File: src/rtl/pattern_scan_pkg.sv
// Shared state encoding and default widths for the serial pattern scan controller.
package pattern_scan_pkg;

  localparam int PAT_W_DEF = 8;
  localparam int LEN_W_DEF = 4;
  localparam int WIN_W_DEF = 16;
  localparam int CNT_W_DEF = 16;

  typedef enum logic [1:0] {
    S_IDLE = 2'd0,
    S_RUN  = 2'd1,
    S_DONE = 2'd2
  } state_t;

endpackage

File: src/rtl/pattern_shift_match.sv
// Sample history shift register with fill tracking and a length-masked pattern compare.
// match_next reflects the history as it will be after the current shift.
module pattern_shift_match
  import pattern_scan_pkg::*;
#(
  parameter int PAT_W = PAT_W_DEF,
  parameter int LEN_W = LEN_W_DEF
) (
  input  logic             clk,
  input  logic             rst,
  input  logic             clr,
  input  logic             shift,
  input  logic             d_in,
  input  logic [LEN_W-1:0] len,
  input  logic [PAT_W-1:0] pattern,
  output logic             match_next
);

  localparam logic [LEN_W-1:0] FILL_MAX = LEN_W'(PAT_W);
  localparam logic [LEN_W-1:0] FILL_ONE = {{(LEN_W-1){1'b0}}, 1'b1};

  logic [PAT_W-1:0] history_r;
  logic [LEN_W-1:0] fill_r;
  logic [PAT_W-1:0] history_next_s;
  logic [LEN_W-1:0] fill_next_s;
  logic [PAT_W-1:0] mask_s;

  // next history and fill; fill stops at PAT_W so it never wraps
  always_comb begin
    history_next_s = history_r;
    fill_next_s    = fill_r;
    if (shift) begin
      history_next_s = {history_r[PAT_W-2:0], d_in};
      if (fill_r < FILL_MAX) begin
        fill_next_s = fill_r + FILL_ONE;
      end else begin
        fill_next_s = fill_r;
      end
    end else begin
      history_next_s = history_r;
      fill_next_s    = fill_r;
    end
  end

  // mask of the low len bits, built bitwise to avoid shift overflow at len == PAT_W
  always_comb begin
    mask_s = {PAT_W{1'b0}};
    for (int i = 0; i < PAT_W; i++) begin
      mask_s[i] = (i < int'(len));
    end
  end

  assign match_next = shift && (fill_next_s >= len) &&
                      (((history_next_s ^ pattern) & mask_s) == {PAT_W{1'b0}});

  // history and fill registers
  always_ff @(posedge clk) begin
    if (rst || clr) begin
      history_r <= {PAT_W{1'b0}};
      fill_r    <= {LEN_W{1'b0}};
    end else if (shift) begin
      history_r <= history_next_s;
      fill_r    <= fill_next_s;
    end else begin
      history_r <= history_r;
      fill_r    <= fill_r;
    end
  end

endmodule

File: src/rtl/pattern_scan_ctrl.sv
// Run controller: latches cfg on start, scans cfg_window valid samples,
// counts overlapping matches with saturation and pulses done at window end.
module pattern_scan_ctrl
  import pattern_scan_pkg::*;
#(
  parameter int PAT_W = PAT_W_DEF,
  parameter int LEN_W = LEN_W_DEF,
  parameter int WIN_W = WIN_W_DEF,
  parameter int CNT_W = CNT_W_DEF
) (
  input  logic             clk,
  input  logic             rst,
  input  logic             start,
  input  logic             abort,
  input  logic [PAT_W-1:0] cfg_pattern,
  input  logic [LEN_W-1:0] cfg_len,
  input  logic [WIN_W-1:0] cfg_window,
  input  logic             d_in,
  input  logic             valid_in,
  output logic             busy,
  output logic             match_pulse,
  output logic [CNT_W-1:0] match_count,
  output logic             count_sat,
  output logic             done,
  output logic             cfg_err
);

  localparam logic [LEN_W-1:0] LEN_MAX = LEN_W'(PAT_W);
  localparam logic [WIN_W-1:0] WIN_ONE = {{(WIN_W-1){1'b0}}, 1'b1};
  localparam logic [CNT_W-1:0] CNT_ONE = {{(CNT_W-1){1'b0}}, 1'b1};

  state_t           state_r;
  state_t           state_next_s;
  logic [PAT_W-1:0] pat_r;
  logic [LEN_W-1:0] len_r;
  logic [WIN_W-1:0] win_r;
  logic [WIN_W-1:0] win_cnt_r;
  logic             busy_r;
  logic             match_pulse_r;
  logic [CNT_W-1:0] match_count_r;
  logic             count_sat_r;
  logic             done_r;
  logic             cfg_err_r;

  logic cfg_ok_s;
  logic accept_s;
  logic start_err_s;
  logic sample_s;
  logic last_s;
  logic match_next_s;

  assign cfg_ok_s    = (cfg_len != {LEN_W{1'b0}}) && (cfg_len <= LEN_MAX) &&
                       (cfg_window != {WIN_W{1'b0}});
  assign accept_s    = (state_r == S_IDLE) && start && cfg_ok_s;
  assign start_err_s = (state_r == S_IDLE) && start && !cfg_ok_s;
  // abort drops any sample presented in the same cycle
  assign sample_s    = (state_r == S_RUN) && valid_in && !abort;
  assign last_s      = sample_s && (win_cnt_r == (win_r - WIN_ONE));

  pattern_shift_match #(
    .PAT_W (PAT_W),
    .LEN_W (LEN_W)
  ) u_shift_match (
    .clk        (clk),
    .rst        (rst),
    .clr        (accept_s),
    .shift      (sample_s),
    .d_in       (d_in),
    .len        (len_r),
    .pattern    (pat_r),
    .match_next (match_next_s)
  );

  // state register
  always_ff @(posedge clk) begin
    if (rst) begin
      state_r <= S_IDLE;
    end else begin
      state_r <= state_next_s;
    end
  end

  // next-state logic
  always_comb begin
    state_next_s = state_r;
    case (state_r)
      S_IDLE: begin
        if (accept_s) begin
          state_next_s = S_RUN;
        end else begin
          state_next_s = S_IDLE;
        end
      end
      S_RUN: begin
        if (abort) begin
          state_next_s = S_IDLE;
        end else if (last_s) begin
          state_next_s = S_DONE;
        end else begin
          state_next_s = S_RUN;
        end
      end
      S_DONE:  state_next_s = S_IDLE;
      default: state_next_s = S_IDLE;
    endcase
  end

  // configuration latches and window sample counter
  always_ff @(posedge clk) begin
    if (rst) begin
      pat_r     <= {PAT_W{1'b0}};
      len_r     <= {LEN_W{1'b0}};
      win_r     <= {WIN_W{1'b0}};
      win_cnt_r <= {WIN_W{1'b0}};
    end else if (accept_s) begin
      pat_r     <= cfg_pattern;
      len_r     <= cfg_len;
      win_r     <= cfg_window;
      win_cnt_r <= {WIN_W{1'b0}};
    end else if (sample_s) begin
      win_cnt_r <= win_cnt_r + WIN_ONE;
    end else begin
      win_cnt_r <= win_cnt_r;
    end
  end

  // registered status pulses and saturating match counter
  always_ff @(posedge clk) begin
    if (rst) begin
      busy_r        <= 1'b0;
      match_pulse_r <= 1'b0;
      done_r        <= 1'b0;
      cfg_err_r     <= 1'b0;
      match_count_r <= {CNT_W{1'b0}};
      count_sat_r   <= 1'b0;
    end else begin
      busy_r        <= (state_next_s == S_RUN);
      match_pulse_r <= sample_s && match_next_s;
      done_r        <= last_s;
      cfg_err_r     <= start_err_s;
      if (accept_s) begin
        match_count_r <= {CNT_W{1'b0}};
        count_sat_r   <= 1'b0;
      end else if (sample_s && match_next_s) begin
        if (&match_count_r) begin
          count_sat_r <= 1'b1;
        end else begin
          match_count_r <= match_count_r + CNT_ONE;
        end
      end else begin
        match_count_r <= match_count_r;
        count_sat_r   <= count_sat_r;
      end
    end
  end

  assign busy        = busy_r;
  assign match_pulse = match_pulse_r;
  assign match_count = match_count_r;
  assign count_sat   = count_sat_r;
  assign done        = done_r;
  assign cfg_err     = cfg_err_r;

endmodule

File: config.mk
export PLATFORM = sky130hd
export DESIGN_NAME = pattern_scan_ctrl
export DESIGN_NICKNAME = d
export VERILOG_FILES = /design/src/rtl/pattern_scan_pkg.sv /design/src/rtl/pattern_shift_match.sv /design/src/rtl/pattern_scan_ctrl.sv
export SDC_FILE = /design/constraint.sdc
export NUM_CORES = 1
export LEC_CHECK = 0
export CORE_MARGIN = 2
export CORE_UTILIZATION = 55
export DETAILED_ROUTE_END_ITERATION = 8
export GPL_TIMING_DRIVEN = 0
export PLACE_DENSITY = 0.8
export RECOVER_POWER = 25
export SLEW_MARGIN = 15
export SYNTH_ARGS = -nofsm -noshare
export SYNTH_HDL_FRONTEND = slang
export SYNTH_SLANG_ARGS = --single-unit
File: constraint.sdc
create_clock -name clk -period 3.55 [get_ports clk]
set_input_delay 0.355 -clock clk [delete_from_list [all_inputs] [get_ports clk]]
set_output_delay 0.355 -clock clk [all_outputs]
set_load 0.01 [all_outputs]
# Word level (Yosys, flattened, before mapping)

Cells that the tools add are included.

Register bits after elaboration: 79
Input bits: 34
Output and inout bits: 21
Word-level logic and storage cells: 63

Add/sub/neg operators: 4
Magnitude comparators: 11
Eq/ne operators: 3
Mux-type cells: 7
Bitwise logic cells: 3
Reduce and logical (&&, ||, !) cells: 22

Operators with widths:

| kind                                                       | number |
|---|---|
| adder 16 x 1 -> 16 bit (second input constant)             | 2 |
| AND reduction 17 bit                                       | 1 |
| equality test 16 bit                                       | 1 |
| less-than comparator 3 x 4 -> 1 bit (first input constant) | 4 |
| AND reduction 16 bit                                       | 1 |
| nonzero test 16 bit                                        | 1 |
| subtractor 16 x 1 -> 16 bit (second input constant)        | 1 |
| logical AND 1 bit                                          | 11 |
| AND 8 bit                                                  | 1 |
| zero test 8 bit                                            | 1 |
| less-than comparator 1 x 4 -> 1 bit (first input constant) | 2 |
| less-than comparator 2 x 4 -> 1 bit (first input constant) | 2 |
| two-way mux 4 bit                                          | 2 |
| two-way mux 8 bit                                          | 1 |
| XOR 8 bit                                                  | 1 |
| adder 4 x 1 -> 4 bit (second input constant)               | 1 |
| equality test 2 x 1 -> 1 bit (second input constant)       | 2 |
| >= comparator 4 bit                                        | 1 |
| less-or-equal comparator 4 bit (second input constant)     | 1 |
| less-than comparator 4 bit (second input constant)         | 1 |
| two-way mux 2 bit                                          | 2 |
| one-hot mux 2 bit (2 select lines)                         | 1 |
| nonzero test 4 bit                                         | 1 |
| zero test 1 bit                                            | 2 |
| other kinds (6)                                            | 6 |

# Logic depth before layout (Yosys ltp)

Gate-level depths: netlist of run 1.

Depth after elaboration: 10
Depth in mapped cells: 15
Gate-level depth less buffers: 12

# Hierarchy

A second synthesis of run 1 with hierarchy kept.

Cell total of the unflattened synthesis: 482
Area, all modules: 4017.6 um^2

By module, submodules not included:

| module              | times used | cells an instance | area each (um^2) |
|---|---|---|---|
| pattern_scan_ctrl   | 1          | 401               | 3275.6 |
| pattern_shift_match | 1          | 81                | 742.0 |

# Worst setup path after synthesis of run 1

Ideal clock, no wire load.

Path kind: flip-flop to flip-flop
From: register state_r[1]
To: register match_count_r[15], in the netlist match_count[15]
Library setup time: 0.070 ns
Arrival: 3.033 ns
Slack: 0.447 ns
Stages on the path, launching flop included: 14
Path buffers: 3
Period minus slack after synthesis: 3.103 ns
Cells stage by stage: dfxtp_1 and4bb_1 buf_6 clkbuf_1 a41o_1 ha_1 o21a_1 o22ai_1 nor4_1 nor4b_1 nand3_1 buf_2 or4_1 a21oi_1

Elaborated cells on any way between the ends: 17
Classes of those cells: order compare: 1; eq/ne: 1; mux: 2; bitwise: 2; reduce/logical: 11

RTL lines:

| what                             | line                      | RTL |
|---|---|---|
| start, declared                  | pattern_scan_ctrl.sv:32   | `state_t state_r;` |
| start signal, assigned           | pattern_scan_ctrl.sv:79   | `state_r <= state_next_s;` |
| equality test 2 x 1 -> 1 bit     | pattern_scan_ctrl.sv:57   | `assign sample_s = (state_r == S_RUN) && valid_in && !abort;` |
| logical AND 1 bit (2 in a row)   | pattern_scan_ctrl.sv:57   |  |
| two-way mux 4 bit                | pattern_shift_match.sv:32 | `if (shift) begin` |
| net u_shift_match.fill_next_s[3] | pattern_shift_match.sv:25 | `logic [LEN_W-1:0] fill_next_s;` |
| >= comparator 4 bit              | pattern_shift_match.sv:53 | `assign match_next = shift && (fill_next_s >= len) &&` |
| logical AND 1 bit (2 in a row)   | pattern_shift_match.sv:53 |  |
| logical AND 1 bit                | pattern_scan_ctrl.sv:144  | `end else if (sample_s && match_next_s) begin` |
| AND reduction 2 bit (no line)    | n/a                       |  |
| end signal, assigned             | pattern_scan_ctrl.sv:142  | `match_count_r <= {CNT_W{1'b0}};` |
| end signal, assigned             | pattern_scan_ctrl.sv:148  | `match_count_r <= match_count_r + CNT_ONE;` |
| end signal, assigned             | pattern_scan_ctrl.sv:151  | `match_count_r <= match_count_r;` |
| end, declared                    | pattern_scan_ctrl.sv:40   | `logic [CNT_W-1:0] match_count_r;` |

The timed path passes the listed nets, and every way through them passes these cells.
A chain may end at the register's enable or synchronous reset.

# Worst setup path after layout of run 1

From: register state_r[1]
To: register match_count_r[14], in the netlist match_count[14]

The elaborated chain is that of the path after synthesis.

==> flow_summary.json, run 1 <==
{
  "status": "finished clean",
  "wl_per_cell_um": 15.12,
  "hold_buffers": 0,
  "numCtsBuffers": 9,
  "grt_max_degree": 13,
  "fmax_ghz": 0.3040,
  "yosysSeqAreaShare": 0.3922,
  "ir_worst_vdd_v": 0.0003240,
  "clockBufferDepth": 2,
  "crit_arrival_ns": 3.51,
  "power_frac_seq": 0.459,
  "placed_cell_area_sq_um": 4687,
  "place_inst": 609,
  "timing_hold_violations_final": 0,
  "setup_viol": 0,
  "grt.overflow.total": 0,
  "start_util": 0.5620,
  "cts_sinks": 79,
  "synth_top_family_by_area": "simple AND/OR/NAND/NOR gates",
  "yosys.area_share.xor_xnor": 0.09122,
  "htreeDepth": 3,
  "remaining_drc_errors": 0,
  "grt_pass1_wl_mm": 14.77,
  "post-place-ws_ns": -0.3992,
  "rows": 31,
  "switching_share": 0.2307,
  "final_area_sq_um": 5039,
  "nFillCells": 550,
  "avgSynthCellArea_sq_um": 8.824,
  "drtPass1Iterations": 4,
  "relSlewSlack": 0.4422,
  "layout_common_cells": "dfxtp_1 (79), nor2_1 (61), mux2i_1 (34), nand2_1 (30), clkdlybuf4s50_1 (29)",
  "yosysUniqueCellTypes": 61,
  "ys_warn_count": 0,
  "pwr-share-clk": 0.415,
  "rsz0062_at_grt": "no",
  "first_global_vias": 3212,
  "endpoint_kind": "flop",
  "die_w_um": 89.63,
  "final_common_cell": "dfxtp_1",
  "dp_hpwl_mm": 6.738,
  "drt_wl_total_mm": 9.468,
  "p_leak_nw": 2.011,
  "worst_slack_ns": 0.2608,
  "cp.required_ns": 3.77,
  "synth_fa_ha_area_frac": 0.02730,
  "post-route-period-util": 0.9265,
  "via_per_inst": 5.681,
  "holdCritPathClass": "in2reg",
  "area_growth_pct": 24.95,
  "combPwrFrac": 0.126,
  "ys_ff_latch": 79,
  "drv_slew": 0,
  "final_util": 0.7022,
  "dieArea_sq_um": 8033,
  "min_period_ns": 3.289,
  "clkTransAtPathRegs_ns": 0.08,
  "synth_compound_area_frac": 0.09929,
  "syn-num-nets": 499,
  "r2r_slack_ns": 0.26,
  "die_y_um": 89.63,
  "insertion_delay_ns": 0.35,
  "detail-route-antenna-nets": 0,
  "yosys.area_share.simple": 0.2640,
  "cts_root_buf": "clkbuf_8",
  "pwr_density_cell_nw_per_um2": 403.6,
  "worst_pin_slew_ns": 0.8302,
  "num_vias": 3556,
  "drv_cap": 0,
  "synth_edf_count": 0,
  "async_flop_share": 0,
  "hold_ws_ns": 0.3654,
  "worst-path-max-fanout": 10,
  "io_buffers": 53,
  "ys.flop_type": "dfxtp_1",
  "finalClockSkew_ns": 0.01057,
  "finalNonFillerCells": 626,
  "gp_congestion": 0.8781,
  "cts_tree": "yes",
  "antenna_cells": 0,
  "path_class": "reg2reg",
  "netlist_area_sq_um": 4033,
  "drive_gt1_frac": 0.08159,
  "ios": 55,
  "core_area_sq_um": 7176,
  "muxShareOfSynthArea": 0.09060,
  "p_switching_w": 0.0004691,
  "p_int_w": 0.001565,
  "drt-initial-drc-count": 131,
  "grt_usage": 0.2370,
  "final_nets": 566,
  "startpoint_type": "flop",
  "synth_cells": 457,
  "grt_antenna_before_repair": 0
}
-- stage by stage --
step | TNS [ns] | power (W)
2_1_floorplan | 0 | 0.001116
3_3_place_gp | -4.497 | 0.001194
3_5_place_dp | -5.282 | 0.001202
4_1_cts | 0 | 0.002040
5_1_grt | 0 | 0.002115
6_report | 0 | 0.002034
-- flip-flops by register name (all words and copies together), names as in the netlist --
register,cells
match_count,16
win_cnt_r,16
win_r,16
pat_r,8
u_shift_match.history_r,8
len_r,4
u_shift_match.fill_r,4
state_r,2
busy,1
cfg_err,1
count_sat,1
done,1
match_pulse,1
-- power groups by stage --
stage | Sequential [W] | Clock (W) | Combinational, W
3_5_place_dp | 0.000953 | 0 | 0.000249
5_1_grt | 0.000936 | 0.000899 | 0.000281
6_report | 0.000933 | 0.000844 | 0.000256
4_1_cts | 0.000933 | 0.000856 | 0.000251
2_1_floorplan | 0.000946 | 0 | 0.000170
3_3_place_gp | 0.000952 | 0 | 0.000242
-- Yosys cell counts, drive strengths merged (4+ instances only) --
master / instances / area [sq um]
or4: 10 / 75.07
xor2: 17 / 148.9
or3: 4 / 25.02
nand3: 19 / 95.09
and3: 8 / 50.05
xnor2: 25 / 219.0
mux2i: 35 / 354.1
ha: 8 / 100.1
nor3: 10 / 50.05
and2: 5 / 31.28
dfxtp: 79 / 1582
a211oi: 4 / 35.03
o31ai: 8 / 60.06
buf: 9 / 52.54
inv: 12 / 45.04
nand2b: 5 / 31.28
a21oi: 18 / 90.09
nand2: 31 / 116.4
nor2: 62 / 232.7
nor4: 11 / 68.82
o21ai: 5 / 25.02
clkbuf: 12 / 45.04
nand4: 12 / 75.07
-- metal layers --
metal,routed length [um],global-route usage
met1,4089,0.2882
met2,4798,0.4164
met3,389,0.04388
met4,191,0.08684
met5,0,0
-- what timing repair did --
action | CTS | global route
setup endpoints to repair | 3 | 16
gates resized for setup | 2 | 20
buffers inserted | 0 | 3
pin swaps | 0 | 5
gates cloned | 0 | 1
-- cell families (layout without fill, tap and decap cells) --
family / Yosys count / in the layout
compound gates: 58 / 58
mux: 36 / 36
buf+inv: 33 / 103
fa+ha+maj: 9 / 9
xor+xnor: 42 / 42
simple gates: 200 / 200
flops: 79 / 79
-- worst paths after layout --
check                                start              end  cells past startpoint
worst min-delay path                   rst             done                      2
worst max register to register  state_r[1]  match_count[14]                     15
worst min register to register   count_sat        count_sat                      1
worst max-delay path            state_r[1]  match_count[14]                     15
-- area by class of cell --
type                    instances  area (sq um)  area share
plain buffers                  20         107.6     0.02136
clock buffers                  10         127.6     0.02533
clock inverters                 4         120.1     0.02384
inverters                      12         45.04    0.008940
multi-input cells             345          2370      0.4703
flip-flops and latches         79          1582      0.3139
well taps                      99         123.9     0.02458
repair buffers                 57         563.0      0.1117
-- critical path: stages (launching register included) --
cell,delay [ns]
dfxtp_1,0.36
nand4bb_4,0.23
buf_8,0.17
nor2_4,0.14
nand2_2,0.08
xnor2_2,0.14
ha_2,0.33
o21a_1,0.11
o22ai_1,0.08
nor4_2,0.35
nor4b_4,0.27
nand3_2,0.15
clkbuf_4,0.22
buf_2,0.21
o31ai_2,0.23
a21oi_1,0.09
(Power assumes the default switching activity.)
==> inputs of run 2 (changes only) <==
--- a/config.mk
+++ b/config.mk
@@ -9,7 +9,8 @@
 export CORE_UTILIZATION = 55
 export DETAILED_ROUTE_END_ITERATION = 8
 export GPL_TIMING_DRIVEN = 0
-export PLACE_DENSITY = 0.8
+export MAX_ROUTING_LAYER = met4
+export PLACE_DENSITY_LB_ADDON = 0.2
 export RECOVER_POWER = 25
 export SLEW_MARGIN = 15
 export SYNTH_ARGS = -nofsm -noshare
==> flow_summary.json, run 2 (synthesis gave the netlist of run 1 again) <==
{
  "antenna_cells": 0,
  "final_nets": 562,
  "r2r_cells": 14,
  "ir_worst_vdd_v": 0.0002883,
  "min_period_ns": 3.354,
  "htreeDepth": 3,
  "startpoint_type": "input pin",
  "drv_slew": 0,
  "cts_root_buf": "clkbuf_8",
  "grt_max_degree": 14,
  "drv_cap": 0,
  "core_area_sq_um": 7176,
  "dp_hpwl_mm": 6.805,
  "dieArea_sq_um": 8033,
  "clkTransAtPathRegs_ns": 0.08,
  "drt_wl_total_mm": 8.977,
  "crit_arrival_ns": 3.63,
  "timing_hold_violations_final": 0,
  "grt_usage": 0.2427,
  "cp.required_ns": 3.83,
  "fmax_ghz": 0.2981,
  "status": "finished clean",
  "area_growth_pct": 21.22,
  "final_common_cell": "dfxtp_1",
  "place_inst": 609,
  "grt.overflow.total": 0,
  "finalNonFillerCells": 623,
  "drive_gt1_frac": 0.06870,
  "cts_tree": "yes",
  "grt_pass1_wl_mm": 14.69,
  "layout_common_cells": "dfxtp_1 (79), nor2_1 (61), mux2i_1 (34), nand2_1 (31), clkdlybuf4s50_1 (30)",
  "start_util": 0.5620,
  "p_leak_nw": 1.941,
  "numCtsBuffers": 9,
  "ios": 55,
  "pwr_density_cell_nw_per_um2": 357.2,
  "detail-route-antenna-nets": 0,
  "relSlewSlack": 0.4674,
  "drtPass1Iterations": 5,
  "worstHoldPathCells": 2,
  "rows": 31,
  "first_global_vias": 3279,
  "cts_sinks": 79,
  "die_w_um": 89.63,
  "rsz0062_at_grt": "no",
  "insertion_delay_ns": 0.35,
  "grt_antenna_before_repair": 0,
  "clockBufferDepth": 2,
  "path_class": "in2reg",
  "worst-path-max-fanout": 10,
  "io_buffers": 53,
  "worst_pin_slew_ns": 0.7928,
  "post-route-period-util": 0.9449,
  "endpoint_kind": "flop",
  "finalClockSkew_ns": 0.009107,
  "gp_congestion": 0.8876,
  "die_y_um": 89.63,
  "remaining_drc_errors": 0,
  "r2r_slack_ns": 0.27,
  "via_per_inst": 5.616,
  "setup_viol": 0,
  "holdCritPathClass": "in2reg",
  "wl_per_cell_um": 14.41,
  "final_util": 0.6813,
  "num_vias": 3499,
  "drt-initial-drc-count": 160
}
==> run 2: changes by cell type in the layout (fill, tap and decap cells not counted), sizes merged <==
cell,before,now
buf,13,9
bufinv,4,0
clkbuf,21,20
clkdlybuf4s50,29,30
clkinv,0,4
clkinvlp,0,2
dlymetal6s2s,2,1
==> run 2: power by group <==
part / switching, W / internal, W / leakage (nW)
clock: 0.000316 / 0.000247 / 0.0809
sequential: 0.0000252 / 0.000907 / 0.640
combinational: 0.000127 / 0.000124 / 1.22
total: 0.000468 / 0.00128 / 1.94
==> run 2: what timing repair did <==
item / 4_1_cts / 5_1_grt
pin swaps: 0 / 1
endpoints found under the setup margin: 13 / 16
buffers inserted: 0 / 0
cloned: 0 / 0
hold buffers: 0 / 0
resized for setup: 2 / 11
==> run 2: layout make-up <==
cell class | instances | area [sq um]
timing repair buffer | 53 | 533.0
sequential | 79 | 1582
multi-input combinational | 345 | 2342
fill | 598 | 2287
clock inverter | 6 | 38.79
buffer | 20 | 100.1
clock buffer | 9 | 123.9
inverter | 12 | 45.04
tap | 99 | 123.9
==> run 2: worst paths after layout <==
| check | to | from |
|---|---|---|
| worst max-delay path | match_count[15] | abort |
| worst min-delay path | done | rst |
| worst max register to register | match_count[15] | state_r[1] |
| worst min register to register | u_shift_match.history_r[5] | u_shift_match.history_r[5] |
==> run 2: metrics by stage <==
stage	TNS, ns	hold slack, ns	cell area [sq um]	total power (W)	setup slack (ns)
3_3_place_gp	-5.015	0.4502	4687	0.001194	-0.3822
5_1_grt	0	0.3874	4888	0.001822	0.01456
6_report	0	0.3801	4888	0.001746	0.1955
4_1_cts	0	0.3711	4857	0.001760	0.001902
2_1_floorplan	0	0.4357	4033	0.001116	0.4468
3_5_place_dp	-6.037	0.4533	4687	0.001201	-0.4632
==> run 2: per-layer routing <==
layer | track usage | vias up | share of wire
met5 | - | - | 0
met3 | 0.04662 | 7 | 0.026
met1 | 0.2748 | 1676 | 0.43
met4 | 0.06920 | 0 | 0.0087
met2 | 0.4338 | 48 | 0.54
li1 | - | 1768 | -
==> run 2: worst max-delay path, stage by stage <==
cell	delay, ns
clkdlybuf4s50_1	0.44
nand4bb_4	0.23
buf_6	0.17
nor2_4	0.12
nand2_1	0.11
xnor2_2	0.16
ha_1	0.28
o21a_1	0.10
o22ai_1	0.08
nor4_2	0.34
nor4b_2	0.25
nand3_1	0.16
buf_4	0.20
or4_1	0.50
a21oi_1	0.14
